===== src/rtl/cpu_pkg.sv =====
// cpu_pkg: shared types and defaults for the unified-memory arbiter.
package cpu_pkg;

    // Arbiter FSM encoding
    typedef enum logic [1:0] {
        IDLE  = 2'b00,
        FETCH = 2'b01,
        DATA  = 2'b10
    } arbStateT;

    // Winner of one arbitration round
    typedef enum logic [1:0] {
        GNT_NONE = 2'b00,
        GNT_F    = 2'b01,
        GNT_M    = 2'b10
    } grantT;

    // Consecutive data grants allowed while fetch is waiting
    localparam int MAX_DATA_RUN_DEF = 4;

    // Width needed to count 0..maxRun inclusive
    function automatic int cntWidth(input int maxRun);
        return $clog2(maxRun + 1);
    endfunction

endpackage


===== src/rtl/starve_cnt.sv =====
// starve_cnt: saturating counter of data grants made while fetch waits.
module starve_cnt
    import cpu_pkg::*;
#(
    parameter int MAX_DATA_RUN = MAX_DATA_RUN_DEF
) (
    input  logic clk,
    input  logic reset,
    input  logic inc,
    input  logic clr,
    output logic sat
);
    localparam int CW = cntWidth(MAX_DATA_RUN);
    localparam logic [CW-1:0] CNT_MAX = CW'(MAX_DATA_RUN);

    logic [CW-1:0] cnt;

    // Clear wins over increment; hold once the limit is reached
    always_ff @(posedge clk) begin
        if (reset) begin
            cnt <= '0;
        end else if (clr) begin
            cnt <= '0;
        end else if (inc && (cnt != CNT_MAX)) begin
            cnt <= cnt + 1'b1;
        end
    end

    assign sat = (cnt == CNT_MAX);

endmodule


===== src/rtl/mem_arbiter.sv =====
// mem_arbiter: shares one single-port memory between fetch (F) and memory stage (M).
// Data wins by default; a starvation counter forces a fetch grant after
// MAX_DATA_RUN consecutive data grants. Grants are made in IDLE and on the
// mem_ready cycle of the running transaction, so transactions can run back-to-back.
module mem_arbiter
    import cpu_pkg::*;
#(
    parameter int AW           = 32,
    parameter int DW           = 32,
    parameter int MAX_DATA_RUN = MAX_DATA_RUN_DEF
) (
    input  logic          clk,
    input  logic          reset,
    // fetch stage
    input  logic          fetch_req,
    input  logic [AW-1:0] fetch_addr,
    input  logic          fetch_cancel,
    output logic          fetch_done,
    output logic [DW-1:0] fetch_rdata,
    // memory stage
    input  logic          data_req,
    input  logic          data_we,
    input  logic [AW-1:0] data_addr,
    input  logic [DW-1:0] data_wdata,
    output logic          data_done,
    output logic [DW-1:0] data_rdata,
    // memory side
    output logic          mem_req,
    output logic          mem_we,
    output logic [AW-1:0] mem_addr,
    output logic [DW-1:0] mem_wdata,
    input  logic [DW-1:0] mem_rdata,
    input  logic          mem_ready,
    // hazard unit
    output logic          StallF,
    output logic          StallM
);
    arbStateT state, stateNext;
    grantT    grant;
    logic     fetchElig, dataElig;
    logic     complete, arbitrate;
    logic     fetchAborted;
    logic     cntInc, cntClr, cntSat;

    // Eligibility and winner selection; a requester whose done is pulsing
    // still shows its old request and must not be served twice
    always_comb begin
        fetchElig = fetch_req & ~fetch_done;
        dataElig  = data_req & ~data_done;
        complete  = (state != IDLE) & mem_ready;
        arbitrate = (state == IDLE) | complete;
        grant     = GNT_NONE;
        if (arbitrate) begin
            if (dataElig && (!fetchElig || !cntSat)) begin
                grant = GNT_M;
            end else if (fetchElig && !fetch_cancel) begin
                grant = GNT_F;
            end
        end
    end

    // Next state follows the grant whenever an arbitration round happens
    always_comb begin
        stateNext = state;
        if (arbitrate) begin
            case (grant)
                GNT_M:   stateNext = DATA;
                GNT_F:   stateNext = FETCH;
                default: stateNext = IDLE;
            endcase
        end
    end

    // State register
    always_ff @(posedge clk) begin
        if (reset) begin
            state <= IDLE;
        end else begin
            state <= stateNext;
        end
    end

    // Starvation tracking: count data wins over a waiting fetch
    assign cntInc = (grant == GNT_M) & fetch_req;
    assign cntClr = (grant == GNT_F) | ~fetch_req;

    starve_cnt #(
        .MAX_DATA_RUN (MAX_DATA_RUN)
    ) uCnt (
        .clk   (clk),
        .reset (reset),
        .inc   (cntInc),
        .clr   (cntClr),
        .sat   (cntSat)
    );

    // Command latch, done pulses and read-data capture
    always_ff @(posedge clk) begin
        if (reset) begin
            mem_req      <= 1'b0;
            mem_we       <= 1'b0;
            mem_addr     <= '0;
            mem_wdata    <= '0;
            fetch_done   <= 1'b0;
            data_done    <= 1'b0;
            fetch_rdata  <= '0;
            data_rdata   <= '0;
            fetchAborted <= 1'b0;
        end else begin
            // a cancelled fetch still completes on the bus but reports nothing
            fetch_done <= complete && (state == FETCH) && !fetchAborted && !fetch_cancel;
            data_done  <= complete && (state == DATA);

            if (complete && (state == FETCH) && !fetchAborted && !fetch_cancel) begin
                fetch_rdata <= mem_rdata;
            end
            if (complete && (state == DATA)) begin
                data_rdata <= mem_rdata;
            end

            if (grant != GNT_NONE) begin
                fetchAborted <= 1'b0;
            end else if ((state == FETCH) && fetch_cancel) begin
                fetchAborted <= 1'b1;
            end

            case (grant)
                GNT_M: begin
                    mem_req   <= 1'b1;
                    mem_we    <= data_we;
                    mem_addr  <= data_addr;
                    mem_wdata <= data_wdata;
                end
                GNT_F: begin
                    mem_req   <= 1'b1;
                    mem_we    <= 1'b0;
                    mem_addr  <= fetch_addr;
                    mem_wdata <= '0;
                end
                default: begin
                    if (complete) begin
                        mem_req <= 1'b0;
                        mem_we  <= 1'b0;
                    end
                end
            endcase
        end
    end

    // Stall whoever is waiting on the shared port
    assign StallF = fetch_req & ~fetch_done;
    assign StallM = data_req & ~data_done;

endmodule


===== config.mk =====
export PLATFORM = sky130hd
export DESIGN_NAME = mem_arbiter
export DESIGN_NICKNAME = d
export VERILOG_FILES = /design/src/rtl/cpu_pkg.sv /design/src/rtl/starve_cnt.sv /design/src/rtl/mem_arbiter.sv
export SDC_FILE = /design/constraint.sdc
export NUM_CORES = 1
export LEC_CHECK = 0
export CAP_MARGIN = 20
export CORE_AREA = 2 2 117 119
export CTS_CLUSTER_DIAMETER = 40
export DETAILED_ROUTE_END_ITERATION = 10
export DIE_AREA = 0 0 119 121
export PLACE_DENSITY = 0.84
export SYNTH_ARGS = -nofsm -noshare
export SYNTH_HDL_FRONTEND = slang
export SYNTH_SLANG_ARGS = --single-unit

===== constraint.sdc =====
create_clock -name clk -period 6.87 [get_ports clk]
set_clock_uncertainty 0.1 [all_clocks]
set_input_delay 1.374 -clock clk [delete_from_list [all_inputs] [get_ports clk]]
set_output_delay 1.374 -clock clk [all_outputs]
set_load 0.05 [all_outputs]

==> results.ini <==
[yosys]
synth_most_common_cell=dfxtp_1
synth-edff-count=0
synth.cell_area_mm2=0.00569
synth_area_leaders=dfxtp_1, mux2i_1, nand2b_1
yosys_warnings=0
synth.distinct_cells=31
synthFlopType=dfxtp_1
avgSynthCellArea_um2=9.10
ys_ff_latch=138
synth_common_cells=dfxtp_1, a21oi_1, nor2_1
synth_nets=766
async_reset_ff_frac=0
yosysTopAreaCellShare=0.486
yosysSeqAreaShare=0.486
yosys.area.top_type=dfxtp_1
syn-instance-count=625

[route]
via_count=5070
wire_per_inst_um=14.8
via_per_inst=4.79
drtAntennaViolNets=0
dr.pass1.iters=4
drc=0
wl_um=15600
drt_iter0_drc=307

[grt]
antenna_found_initial=0
grt_pass1_vias=4984
grt_usage=0.217
grt_start_max_net_pins=99
grt_overflow=0
grt_pass1_wl_um=24800

[clocking]
cts_max_level=4
clock-sinks=138
insertion_delay_ps=410
cts_setup_buffers=0
cts_resized=0
clock_path_buffers=2
root_buffer=clkbuf_16
numCtsBuffers=17
tritoncts=yes
cts_hold_buf=0
clk_pin_slew_ps=60

[worst_setup_path]
critPathLaunchType=primary input
crit_type=primary input to primary output
cp.arrival_ps=2910
r2r_cells=10
ff2ff_setup_slack_ps=3450
r2r-start=uCnt.cnt[0]$_SDFFE_PP0P_
r2r_end=mem_wdata[22]$_SDFFE_PP0P_
crit_fanout=4
worstPathRequired_ps=5400
end_kind=primary output

[layout]
final_nets=1010
diodes=0
finalCoreUtilization=0.687
area_delta_synth_final_pct=58.1
drive_gt1_frac=0.0488

[sta]
worst_pin_slew_ps=1020
finalWorstSetupSlack_ps=2480
min_period_ps=4390
report.final.slew_viol_count=0
hold_viol=0
tns_ps=0
rsz0062_at_grt=no
setup_viol=0
timing.fmax_mhz=228
relSlewSlack=0.320
layout_worst_path_cycle_share=0.639

[outcome]
outcome=finished clean

[placement]
io_buffers=268
place_congestion=0.770
place_hpwl_um=10900
dp_slack_ps=2090

[die]
ioPinCount=269
die_h_um=121
core-area_mm2=0.0131
die_x_um=119
rows=42
start_util=0.435
die_area_mm2=0.0144

[worst_hold_path]
hold_start=data_rdata[1]$_SDFFE_PP0P_
min_to=data_rdata[1]$_SDFFE_PP0P_
holdPathStages=2
worstHoldPathType=flip-flop to flip-flop

[power]
ir_drop_mv=0.150
leakage_nw=3.20
power.density_mw_per_mm2=264

[flow_run]
drv_cap=0

[cell families (layout without fill, tap and decap cells)]
kind of cell,Yosys count,after routing,share of synthesized area
buf+inv,53,310,0.0548
mux,64,64,0.113
flops,138,138,0.486
fa+ha+maj,6,6,0.0132
simple gates,254,254,0.221
compound gates,110,110,0.113
[power breakdown]
group / switching, mW / internal [mW]
logic: 0.302 / 0.206
registers: 0.0246 / 0.850
clock network: 0.338 / 0.650
[stage by stage]
stage | std cells | cell area, µm² | power, mW | hold WS (ps)
3_3_place_gp | 1026 | 8350 | 1.39 | 341
4_1_cts | 1058 | 8990 | 2.39 | 353
2_1_floorplan | 625 | 5690 | 1.20 | 360
6_report | 1058 | 8990 | 2.37 | 352
5_1_grt | 1058 | 8990 | 2.46 | 370
3_5_place_dp | 1026 | 8350 | 1.40 | 346
[worst max-delay path: stages]
cell             delay [ps]
clkdlybuf4s50_1         530
nand2b_1                150
inv_1                    80
clkdlybuf4s50_1         790
[area by class of cell]
cell class | instances | area (µm²)
fill | 1010 | 4090
sequential | 138 | 2760
timing repair buffer | 273 | 2720
multi-input combinational | 434 | 2630
clock buffer | 19 | 443
tap | 176 | 220
clock inverter | 13 | 199
inverter | 5 | 18.8
[layer usage]
layer,vias to the layer above,global-route usage,wire length [µm]
li1,2565,-,-
met1,2285,0.242,6300
met2,195,0.376,7800
met3,25,0.0846,1180
met4,0,0.0818,337
met5,-,0,0
[layout by cell type, fill, tap and decap left out]
cell | synthesis | final
clkdlybuf4s50_1 | 0 | 267
dfxtp_1 | 138 | 138
nor2_1 | 71 | 71
a21oi_1 | 71 | 71
nand2_1 | 68 | 68
nand2b_1 | 65 | 65
mux2i_1 | 64 | 64
nor2b_1 | 36 | 35
a211oi_1 | 32 | 32
clkbuf_16 | 0 | 17
buf_4 | 7 | 6
inv_1 | 5 | 5
bufinv_16 | 0 | 5
clkinv_2 | 0 | 5
o21ai_0 | 4 | 4
ha_1 | 6 | 4
or3_1 | 2 | 2
nor3b_1 | 2 | 2
clkinvlp_4 | 0 | 2
o21ai_2 | 1 | 1
nor4b_1 | 1 | 1
or2_2 | 1 | 1
or4b_1 | 1 | 1
and3b_1 | 1 | 1
nand3b_1 | 1 | 1
or2b_1 | 1 | 1
nor2b_2 | 0 | 1
nand4_1 | 1 | 1
and2_1 | 1 | 1
or3b_1 | 1 | 1
and3_2 | 0 | 1
a2bb2oi_1 | 1 | 1
o31ai_1 | 1 | 1
ha_4 | 0 | 1
ha_2 | 0 | 1
clkinv_4 | 0 | 1
clkbuf_1 | 13 | 1
clkbuf_8 | 0 | 1
[flip-flops by register name, indices dropped and copies added, names as in the netlist]
name	cells
data_done	1
data_rdata	32
fetchAborted	1
fetch_done	1
fetch_rdata	32
mem_addr	32
mem_req	1
mem_wdata	32
mem_we	1
state	2
uCnt.cnt	3
[worst max path at each step]
stage / depth (start not counted) / slack, ps / end / startpoint
after detailed placement: 9 / 2090 / mem_wdata[22]$_SDFFE_PP0P_ / fetch_req
final: 4 / 2480 / StallF / fetch_req
after floorplan: 10 / 3040 / mem_wdata[10]$_SDFFE_PP0P_ / data_req
after global placement: 9 / 2180 / mem_wdata[27]$_SDFFE_PP0P_ / fetch_req
after CTS: 9 / 2460 / mem_wdata[22]$_SDFFE_PP0P_ / fetch_req
after global routing: 9 / 2250 / mem_wdata[2]$_SDFFE_PP0P_ / fetch_req
Power figures use the tool's default switching activity.
